$ cat config.mk
export PLATFORM = sky130hd
export DESIGN_NAME = dmem_demux
export DESIGN_NICKNAME = d
export VERILOG_FILES = /design/src/rtl/riscv_bus_pkg.sv /design/src/rtl/dmem_timeout_ctr.sv /design/src/rtl/dmem_demux.sv
export SDC_FILE = /design/constraint.sdc
export NUM_CORES = 1
export LEC_CHECK = 0
export ABC_AREA = 1
export BUFFER_PORTS_ARGS = -buffer_cell sky130_fd_sc_hd__buf_2
export CORE_AREA = 2 2 122 124
export CTS_CLUSTER_SIZE = 24
export DETAILED_ROUTE_END_ITERATION = 16
export DIE_AREA = 0 0 124 126
export HOLD_SLACK_MARGIN = 0.08
export PLACE_DENSITY = 0.72
export SLEW_MARGIN = 15
export SYNTH_ARGS = -nofsm -noshare
export SYNTH_HDL_FRONTEND = slang
export SYNTH_SLANG_ARGS = --single-unit
$ cat constraint.sdc
create_clock -name clk -period 2.2 [get_ports clk]
set_input_delay 0.55 -clock clk [delete_from_list [all_inputs] [get_ports clk]]
set_output_delay 0.55 -clock clk [all_outputs]
set_load 0.01 [all_outputs]
$ cat src/rtl/riscv_bus_pkg.sv
// Shared bus definitions for the core's data-memory path.
// Contents:
//   dmem_state_t   router state encoding (IDLE, FWD, WAIT, RESP)
//   TGT_RAM/MMIO   target select encoding
//   DEF_MMIO_*     default MMIO window decode constants
//   decode_tgt()   address -> target select
package riscv_bus_pkg;

  typedef enum logic [1:0] {
    IDLE = 2'd0,
    FWD  = 2'd1,
    WAIT = 2'd2,
    RESP = 2'd3
  } dmem_state_t;

  localparam logic TGT_RAM  = 1'b0;
  localparam logic TGT_MMIO = 1'b1;

  localparam logic [31:0] DEF_MMIO_BASE = 32'h1000_0000;
  localparam logic [31:0] DEF_MMIO_MASK = 32'hF000_0000;

  function automatic logic decode_tgt(input logic [31:0] addr,
                                      input logic [31:0] base,
                                      input logic [31:0] mask);
    return ((addr & mask) == base) ? TGT_MMIO : TGT_RAM;
  endfunction

endpackage

$ cat src/rtl/dmem_timeout_ctr.sv
// Cycle counter bounding how long a forwarded request may wait for its target.
// Ports:
//   clk, rst_n  clock, asynchronous active-low reset
//   clear       zero the count (takes priority over enable)
//   enable      count this cycle
//   expired     count has reached TIMEOUT-1
module dmem_timeout_ctr #(
  parameter int TIMEOUT = 16
) (
  input  logic clk,
  input  logic rst_n,
  input  logic clear,
  input  logic enable,
  output logic expired
);

  localparam int CNT_W = $clog2(TIMEOUT) + 1;

  logic [CNT_W-1:0] cnt_q, cnt_d;

  assign expired = (cnt_q == CNT_W'(TIMEOUT - 1));

  // Saturate at the limit so the count never wraps back below it.
  always_comb begin
    cnt_d = cnt_q;
    if (clear) begin
      cnt_d = '0;
    end else if (enable && !expired) begin
      cnt_d = cnt_q + 1'b1;
    end
  end

  always_ff @(posedge clk or negedge rst_n) begin
    if (!rst_n) begin
      cnt_q <= '0;
    end else begin
      cnt_q <= cnt_d;
    end
  end

endmodule

$ cat src/rtl/dmem_demux.sv
// Single-outstanding data-memory router: core port -> RAM (target 0) or
// MMIO window (target 1). Misaligned accesses and target timeouts are
// answered locally with resp_err=1.
// Ports:
//   req_*        core request handshake (addr/we/wstrb/wdata)
//   resp_*       core response handshake (rdata/err)
//   t0_*, t1_*   per-target request handshake, registered request copy,
//                single-cycle response pulse with load data
module dmem_demux
  import riscv_bus_pkg::*;
#(
  parameter logic [31:0] MMIO_BASE = DEF_MMIO_BASE,
  parameter logic [31:0] MMIO_MASK = DEF_MMIO_MASK,
  parameter int          TIMEOUT   = 16
) (
  input  logic        clk,
  input  logic        rst_n,
  input  logic        req_valid,
  output logic        req_ready,
  input  logic [31:0] req_addr,
  input  logic        req_we,
  input  logic [3:0]  req_wstrb,
  input  logic [31:0] req_wdata,
  output logic        resp_valid,
  input  logic        resp_ready,
  output logic [31:0] resp_rdata,
  output logic        resp_err,
  output logic        t0_req_valid,
  input  logic        t0_req_ready,
  output logic [31:0] t0_addr,
  output logic        t0_we,
  output logic [3:0]  t0_wstrb,
  output logic [31:0] t0_wdata,
  input  logic        t0_resp_valid,
  input  logic [31:0] t0_resp_rdata,
  output logic        t1_req_valid,
  input  logic        t1_req_ready,
  output logic [31:0] t1_addr,
  output logic        t1_we,
  output logic [3:0]  t1_wstrb,
  output logic [31:0] t1_wdata,
  input  logic        t1_resp_valid,
  input  logic [31:0] t1_resp_rdata
);

  dmem_state_t state_q, state_d;
  logic [31:0] addr_q, addr_d;
  logic        we_q, we_d;
  logic [3:0]  wstrb_q, wstrb_d;
  logic [31:0] wdata_q, wdata_d;
  logic        sel_q, sel_d;
  logic [31:0] rdata_q, rdata_d;
  logic        err_q, err_d;

  logic ctr_clear, ctr_en, expired;
  logic tsel_req_ready, tsel_resp_valid;
  logic [31:0] tsel_resp_rdata;

  dmem_timeout_ctr #(.TIMEOUT(TIMEOUT)) u_timeout (
    .clk    (clk),
    .rst_n  (rst_n),
    .clear  (ctr_clear),
    .enable (ctr_en),
    .expired(expired)
  );

  // Only the selected target's handshake and response are ever observed.
  assign tsel_req_ready  = (sel_q == TGT_MMIO) ? t1_req_ready  : t0_req_ready;
  assign tsel_resp_valid = (sel_q == TGT_MMIO) ? t1_resp_valid : t0_resp_valid;
  assign tsel_resp_rdata = (sel_q == TGT_MMIO) ? t1_resp_rdata : t0_resp_rdata;

  assign req_ready    = (state_q == IDLE);
  assign resp_valid   = (state_q == RESP);
  assign resp_rdata   = rdata_q;
  assign resp_err     = err_q;
  assign t0_req_valid = (state_q == FWD) && (sel_q == TGT_RAM);
  assign t1_req_valid = (state_q == FWD) && (sel_q == TGT_MMIO);

  // Both targets see the same latched request; only req_valid is steered.
  assign t0_addr  = addr_q;
  assign t0_we    = we_q;
  assign t0_wstrb = wstrb_q;
  assign t0_wdata = wdata_q;
  assign t1_addr  = addr_q;
  assign t1_we    = we_q;
  assign t1_wstrb = wstrb_q;
  assign t1_wdata = wdata_q;

  always_comb begin
    state_d   = state_q;
    addr_d    = addr_q;
    we_d      = we_q;
    wstrb_d   = wstrb_q;
    wdata_d   = wdata_q;
    sel_d     = sel_q;
    rdata_d   = rdata_q;
    err_d     = err_q;
    ctr_clear = 1'b0;
    ctr_en    = 1'b0;
    unique case (state_q)
      IDLE: begin
        if (req_valid) begin
          addr_d  = req_addr;
          we_d    = req_we;
          wstrb_d = req_wstrb;
          wdata_d = req_wdata;
          if (req_addr[1:0] != 2'b00) begin
            rdata_d = '0;
            err_d   = 1'b1;
            state_d = RESP;
          end else begin
            sel_d     = decode_tgt(req_addr, MMIO_BASE, MMIO_MASK);
            ctr_clear = 1'b1;
            state_d   = FWD;
          end
        end
      end
      FWD: begin
        ctr_en = 1'b1;
        // A handshake on the expiring cycle still loses: no response can follow.
        if (expired) begin
          rdata_d = '0;
          err_d   = 1'b1;
          state_d = RESP;
        end else if (tsel_req_ready) begin
          state_d = WAIT;
        end
      end
      WAIT: begin
        ctr_en = 1'b1;
        // A response arriving on the expiring cycle is still honoured.
        if (tsel_resp_valid) begin
          rdata_d = we_q ? 32'h0 : tsel_resp_rdata;
          err_d   = 1'b0;
          state_d = RESP;
        end else if (expired) begin
          rdata_d = '0;
          err_d   = 1'b1;
          state_d = RESP;
        end
      end
      RESP: begin
        if (resp_ready) begin
          state_d = IDLE;
        end
      end
      default: state_d = IDLE;
    endcase
  end

  always_ff @(posedge clk or negedge rst_n) begin
    if (!rst_n) begin
      state_q <= IDLE;
      addr_q  <= '0;
      we_q    <= 1'b0;
      wstrb_q <= '0;
      wdata_q <= '0;
      sel_q   <= TGT_RAM;
      rdata_q <= '0;
      err_q   <= 1'b0;
    end else begin
      state_q <= state_d;
      addr_q  <= addr_d;
      we_q    <= we_d;
      wstrb_q <= wstrb_d;
      wdata_q <= wdata_d;
      sel_q   <= sel_d;
      rdata_q <= rdata_d;
      err_q   <= err_d;
    end
  end

endmodule

==> impl_metrics.tcl, run 1 <==
set metrics [dict create \
    fmax_mhz 494 \
    ys_warn_count 0 \
    synthToLayoutAreaGrowth_pct 26.6 \
    fillers 1423 \
    cts_tree "yes" \
    drc 0 \
    grt_pass1_vias 4497 \
    final_max_slew_viol_count 0 \
    n_antenna_cell 0 \
    path_clk_slew_ns 0.07 \
    hp-class "in -> async" \
    fin_setup_tns_ns 0 \
    placement.io_buffers 315 \
    ys_seq_area_share_pct 49.2 \
    avgSynthCellArea_sq_um 7.92 \
    setup_viol 0 \
    cts_hold_buf 0 \
    initial_core_util_pct 39.1 \
    dp_hpwl_mm 11.5 \
    vias 4993 \
    status "complete, no violations" \
    antenna_found_initial 0 \
    rr_worst_depth 9 \
    nets 1092 \
    ys_types 25 \
    post-route-period-util_pct 91.9 \
    tightest_slew_ns 0.580 \
    fp.dieH_microns 126 \
    die-area_sq_mm 0.0156 \
    syn-cell-area_sq_mm 0.00559 \
    clock_latency_ns 0.34 \
    io_pins 316 \
    stdcell_area_sq_mm 0.00708 \
    clock_skew_ns 0.00592 \
    synthTopCellsByArea "dfrtp_1, nand2_1, buf_4" \
    path_class "reg -> out" \
    cts.sinks 110 \
    rows 44 \
    clock-root-buffer "clkbuf_16" \
    crit_required_ns 1.65 \
    drt_iter0_markers 199 \
    synthCells 706 \
    post_cts_resized 0 \
    die_width_microns 124 \
    drt-total-wl_mm 15.3 \
    regArea_sq_mm 0.00275 \
    detail_route.wl_per_cell_microns 13.5 \
    gp_congestion 0.837 \
    placed_area_sq_mm 0.00680 \
    syn-num-nets 855 \
    max_cap_violations 0 \
    power_density_mw_per_mm2 1420 \
    grt_max_degree 111 \
    critical_path.max_fanout 6 \
    hold_viol_final 0 \
    post_cts_buffers 0 \
    peakVddDrop_v 0.000498 \
    gr-total-overflow 0 \
    via_per_inst 4.41 \
    ys_ff_latch 110 \
    slew-limit-headroom_pct 61.4 \
    worstSetupStartpointType "register" \
    drive_above_1_share_pct 39.0 \
    core-area_sq_mm 0.0143 \
    grt_pass1_wl_mm 22.8 \
    multiInputGateArea_sq_mm 0.00203 \
    detail-route-antenna-nets 0 \
    htree_levels 3 \
    track_usage_pct 18.7 \
    first_pass_iters 4 \
    end_kind "primary output" \
    grt_setup_unrepaired "no" \
    yosysTopAreaCell "dfrtp_1" \
    cts_buffers 9 \
    leakage_uw 0.00443 \
    min_period_ns 2.02 \
    worst_ep_arrival_time_ns 1.47 \
    synth_top_area_share_pct 49.2 \
    clock_path_buffers 2 \
]
-- kinds of logic after synthesis --
| kind of cell | synth area share [%] |
|---|---|
| flops | 49.2 |
| simple gates | 33.5 |
| buf+inv | 14.6 |
| fa+ha+maj | 1.79 |
| xor+xnor | 0.157 |
| compound gates | 0.805 |
-- cell type report --
class	instances	share of cell area (%)
Multi-Input combinational cell	471	28.6
Clock buffer	13	3.39
Sequential cell	110	38.9
Inverter	26	1.38
Clock inverter	3	0.636
Tap cell	184	3.25
Timing Repair Buffer	325	23.9
-- synth_stat cells, drive strengths merged --
master / count
a21oi: 1
buf: 96
clkbuf: 3
dfrtp: 110
ha: 8
inv: 26
nand2: 392
nand3: 42
nand4: 3
nor2: 10
nor3: 3
nor3b: 1
nor4: 1
o21ai: 8
or2: 1
xnor2: 1
-- layer usage --
layer	vias up	global-route usage [%]	part of all wire [%]
li1	2553	-	-
met4	0	6.15	1.6
met1	2238	23.3	41
met3	15	4.35	7.5
met2	187	31.8	49
met5	-	0	0
-- where the power goes --
part           switching (uW)  internal [uW]
clock network             707            886
registers                 660           2820
logic                    3110           1900
-- critical path, stage by stage, from the launching register on --
cell,delay [ns]
dfrtp_1,0.44
inv_1,0.13
ha_1,0.26
inv_1,0.08
nor2_1,0.08
buf_2,0.14
-- worst paths after layout --
path	from	endpoint	slack (ns)
worst max-delay path	state_q[1]$_DFFE_PN0P_	t0_req_valid	0.18
worst min-delay path	rst_n	t0_wdata[7]$_DFFE_PN0P_	0.28
worst max register to register	state_q[0]$_DFFE_PN0P_	resp_rdata[22]$_DFFE_PN0P_	0.28
worst min register to register	resp_rdata[11]$_DFFE_PN0P_	resp_rdata[11]$_DFFE_PN0P_	0.47
max in group asynchronous	rst_n	resp_rdata[13]$_DFFE_PN0P_	1.49
min in group clk	req_wdata[23]	t0_wdata[23]$_DFFE_PN0P_	0.39
-- sequential cells by signal (all words and copies together), names as in the netlist, 2 cells and up --
register and flops:
t0_wdata 32, resp_rdata 32, t0_addr 32, t0_wstrb 4, u_timeout.cnt_q 5, state_q 2
-- cells in the final DEF, fill, tap and decap left out --
cell and n:
a21oi_1 1, buf_12 3, buf_2 314, buf_4 8
bufinv_16 1, clkbuf_1 4, clkbuf_16 9, clkinvlp_4 2
dfrtp_1 110, ha_1 8, inv_1 24, inv_2 2
nand2_1 366, nand2_2 25, nand2_4 1, nand3_1 42
nand4_1 3, nor2_1 7, nor2_2 1, nor2_4 2
nor3_1 3, nor3b_4 1, nor4_1 1, o21ai_0 8
or2_2 1, xnor2_1 1
-- per-stage QoR --
| stage | setup slack, ns | hold slack, ns | utilization (%) | power, uW | cells |
|---|---|---|---|---|---|
| 6_report | 0.178 | 0.277 | 49.5 | 10100 | 1132 |
| 5_1_grt | 0.0855 | 0.332 | 49.5 | 10900 | 1132 |
| 3_5_place_dp | 0.290 | 0.454 | 47.5 | 8600 | 1116 |
| 4_1_cts | 0.158 | 0.302 | 49.5 | 10200 | 1132 |
| 3_3_place_gp | 0.354 | 0.451 | 47.5 | 8490 | 1116 |
| 2_1_floorplan | 0.579 | 0.254 | - | 7290 | 706 |
Note: power is estimated with default switching activity, not from simulation.
==> inputs of run 2 (changes only) <==
--- a/config.mk
+++ b/config.mk
@@ -7,13 +7,14 @@
 export LEC_CHECK = 0
 export ABC_AREA = 1
 export BUFFER_PORTS_ARGS = -buffer_cell sky130_fd_sc_hd__buf_2
-export CORE_AREA = 2 2 122 124
+export CORE_AREA = 2 2 121 123
 export CTS_CLUSTER_SIZE = 24
 export DETAILED_ROUTE_END_ITERATION = 16
-export DIE_AREA = 0 0 124 126
+export DIE_AREA = 0 0 123 125
 export HOLD_SLACK_MARGIN = 0.08
 export PLACE_DENSITY = 0.72
 export SLEW_MARGIN = 15
 export SYNTH_ARGS = -nofsm -noshare
 export SYNTH_HDL_FRONTEND = slang
+export SYNTH_HIERARCHICAL = 1
 export SYNTH_SLANG_ARGS = --single-unit
==> impl_metrics.tcl, run 2 <==
set metrics [dict create \
    yosysTopAreaCell "dfrtp_1" \
    cts_hold_buf 0 \
    ys_ff_latch 110 \
    drive_above_1_share_pct 51.3 \
    path_clk_slew_ns 0.07 \
    drc 0 \
    post_cts_buffers 0 \
    detail_route.wl_per_cell_microns 13.9 \
    drt_iter0_markers 159 \
    detail-route-antenna-nets 0 \
    tightest_slew_ns 0.457 \
    track_usage_pct 17.5 \
    instances_no_fill 1000 \
    htree_levels 3 \
    ys_seq_area_share_pct 50.7 \
    fin_setup_tns_ns 0 \
    hp-class "in -> async" \
    vias 4605 \
    hold_viol_final 0 \
    rows 44 \
    antenna_found_initial 0 \
    end_kind "primary output" \
    pre_cts_slack_ns 0.378 \
    synthTopCellsByArea "dfrtp_1, mux2_2, nand2_1" \
    mostFrequentLayoutCells "buf_2, nand2_1, dfrtp_1" \
    dp.cells 984 \
    synthArstFlopShare_pct 100 \
    crit_required_ns 1.65 \
    critical_path.max_fanout 5 \
    setup_viol 0 \
    cts.sinks 110 \
    cts_tree "yes" \
    core-area_sq_mm 0.0142 \
    grt_max_degree 41 \
    final_max_slew_viol_count 0 \
    synth_top_area_share_pct 50.7 \
    timing.final.ws_setup_ns 0.204 \
    ys_types 20 \
    clock_skew_ns 0.00831 \
    worstSetupStartpointType "register" \
    nets 960 \
    dp_hpwl_mm 10.9 \
    path_class "reg -> out" \
    fmax_mhz 501 \
    synthToLayoutAreaGrowth_pct 30.0 \
    clock-root-buffer "clkbuf_16" \
    yosysMostFrequentCell "nand2_1" \
    syn-cell-area_sq_mm 0.00542 \
    post-route-period-util_pct 90.7 \
    layout_commonest_cell "buf_2" \
    io_pins 316 \
    slew-limit-headroom_pct 69.5 \
    drt-total-wl_mm 13.9 \
    post_cts_resized 0 \
    die_width_microns 123 \
    first_pass_iters 4 \
    via_per_inst 4.61 \
    worst_ep_arrival_time_ns 1.45 \
    clock_latency_ns 0.34 \
    syn-num-nets 715 \
    cts_buffers 9 \
    peakVddDrop_v 0.000552 \
    gp_congestion 0.760 \
    grt_setup_unrepaired "no" \
    ys_warn_count 6 \
    max_cap_violations 0 \
    placement.io_buffers 315 \
    synthTopCellsByCount "nand2_1, dfrtp_1, buf_4, mux2_2, nand3_1" \
    power_density_mw_per_mm2 1400 \
    fillers 1375 \
    status "complete, no violations" \
    grt_pass1_vias 4239 \
    min_period_ns 2.00 \
    avgSynthCellArea_sq_um 9.58 \
    fp.dieH_microns 125 \
    gr-total-overflow 0 \
    initial_core_util_pct 38.2 \
    clock_path_buffers 2 \
    n_antenna_cell 0 \
    leakage_uw 0.00406 \
    grt_pass1_wl_mm 21.1 \
    synth-main-ff-cell "dfrtp_1" \
    die-area_sq_mm 0.0154 \
    synthCells 566 \
    synth-edff-count 0 \
]
-- run 2: changes by cell type after synthesis, moves of 3 or more --
cell / delta
nand2_1: -174
mux2_2: +66
nand2_2: -23
nor2_1: +8
inv_1: -6
nand3_1: -6
buf_1: -4
buf_4: -4
clkbuf_1: +3
inv_2: +3
o21ai_0: +3
-- run 2: final timing paths --
kind,start,end,slack [ns],depth (start not counted)
min in group clk,req_addr[10],t0_addr[10]$_DFFE_PN0P_,0.43,2
max in group asynchronous,rst_n,state_q[1]$_DFFE_PN0P_,1.44,2
setup reg to reg,state_q[0]$_DFFE_PN0P_,resp_rdata[17]$_DFFE_PN0P_,0.36,10
hold / removal,rst_n,t0_wdata[8]$_DFFE_PN0P_,0.16,1
hold reg to reg,resp_rdata[0]$_DFFE_PN0P_,resp_rdata[0]$_DFFE_PN0P_,0.49,2
setup / recovery,state_q[1]$_DFFE_PN0P_,t0_req_valid,0.20,5
-- run 2: layout make-up --
class,count,area (sq um),area share (%)
clock buffer,10,239,3.39
clock inverter,6,83.8,1.19
inverter,23,86.3,1.22
multi-input combinational,340,1940,27.5
sequential,110,2750,39.0
tap,184,230,3.27
timing repair buffer,327,1720,24.4
-- run 2: per-layer routing --
layer | global-route usage [%] | wire length (microns) | up-vias | part of all wire, %
met2 | 30.0 | 7090 | 176 | 51
met3 | 3.65 | 924 | 24 | 6.7
met5 | 0 | 0 | - | 0
met4 | 7.75 | 362 | 0 | 2.6
met1 | 20.9 | 5490 | 2175 | 40
li1 | - | - | 2230 | -
-- run 2: kinds of logic after synthesis --
group | share of synthesized area [%]
and+or+nand+nor | 18.8
adders and majority gates | 1.85
AOI/OAI and AO/OA | 1.20
buffers and inverters | 13.7
muxes | 13.7
DFF | 50.7
-- run 2: metrics by stage --
step	hold slack (ns)	instance area (sq um)	total power [uW]	util, %
after detailed placement	0.481	6730	8270	47.4
after floorplan	0.254	5420	6970	-
after CTS	0.155	7050	10000	49.6
final	0.159	7050	9900	49.6
after global routing	0.178	7050	10600	49.6
after global placement	0.476	6730	8150	47.4
-- run 2: power breakdown --
part	switching, uW	internal, uW	leakage [uW]
combinational	2620	2080	0.00253
sequential	601	2850	0.00137
clock	720	1030	0.000163
-- run 2: worst max-delay path, stage by stage (launching register included) --
cell and delay (ns):
dfrtp_1 0.42, inv_1 0.13, ha_1 0.22, inv_1 0.10, nor2_1 0.09, buf_2 0.14
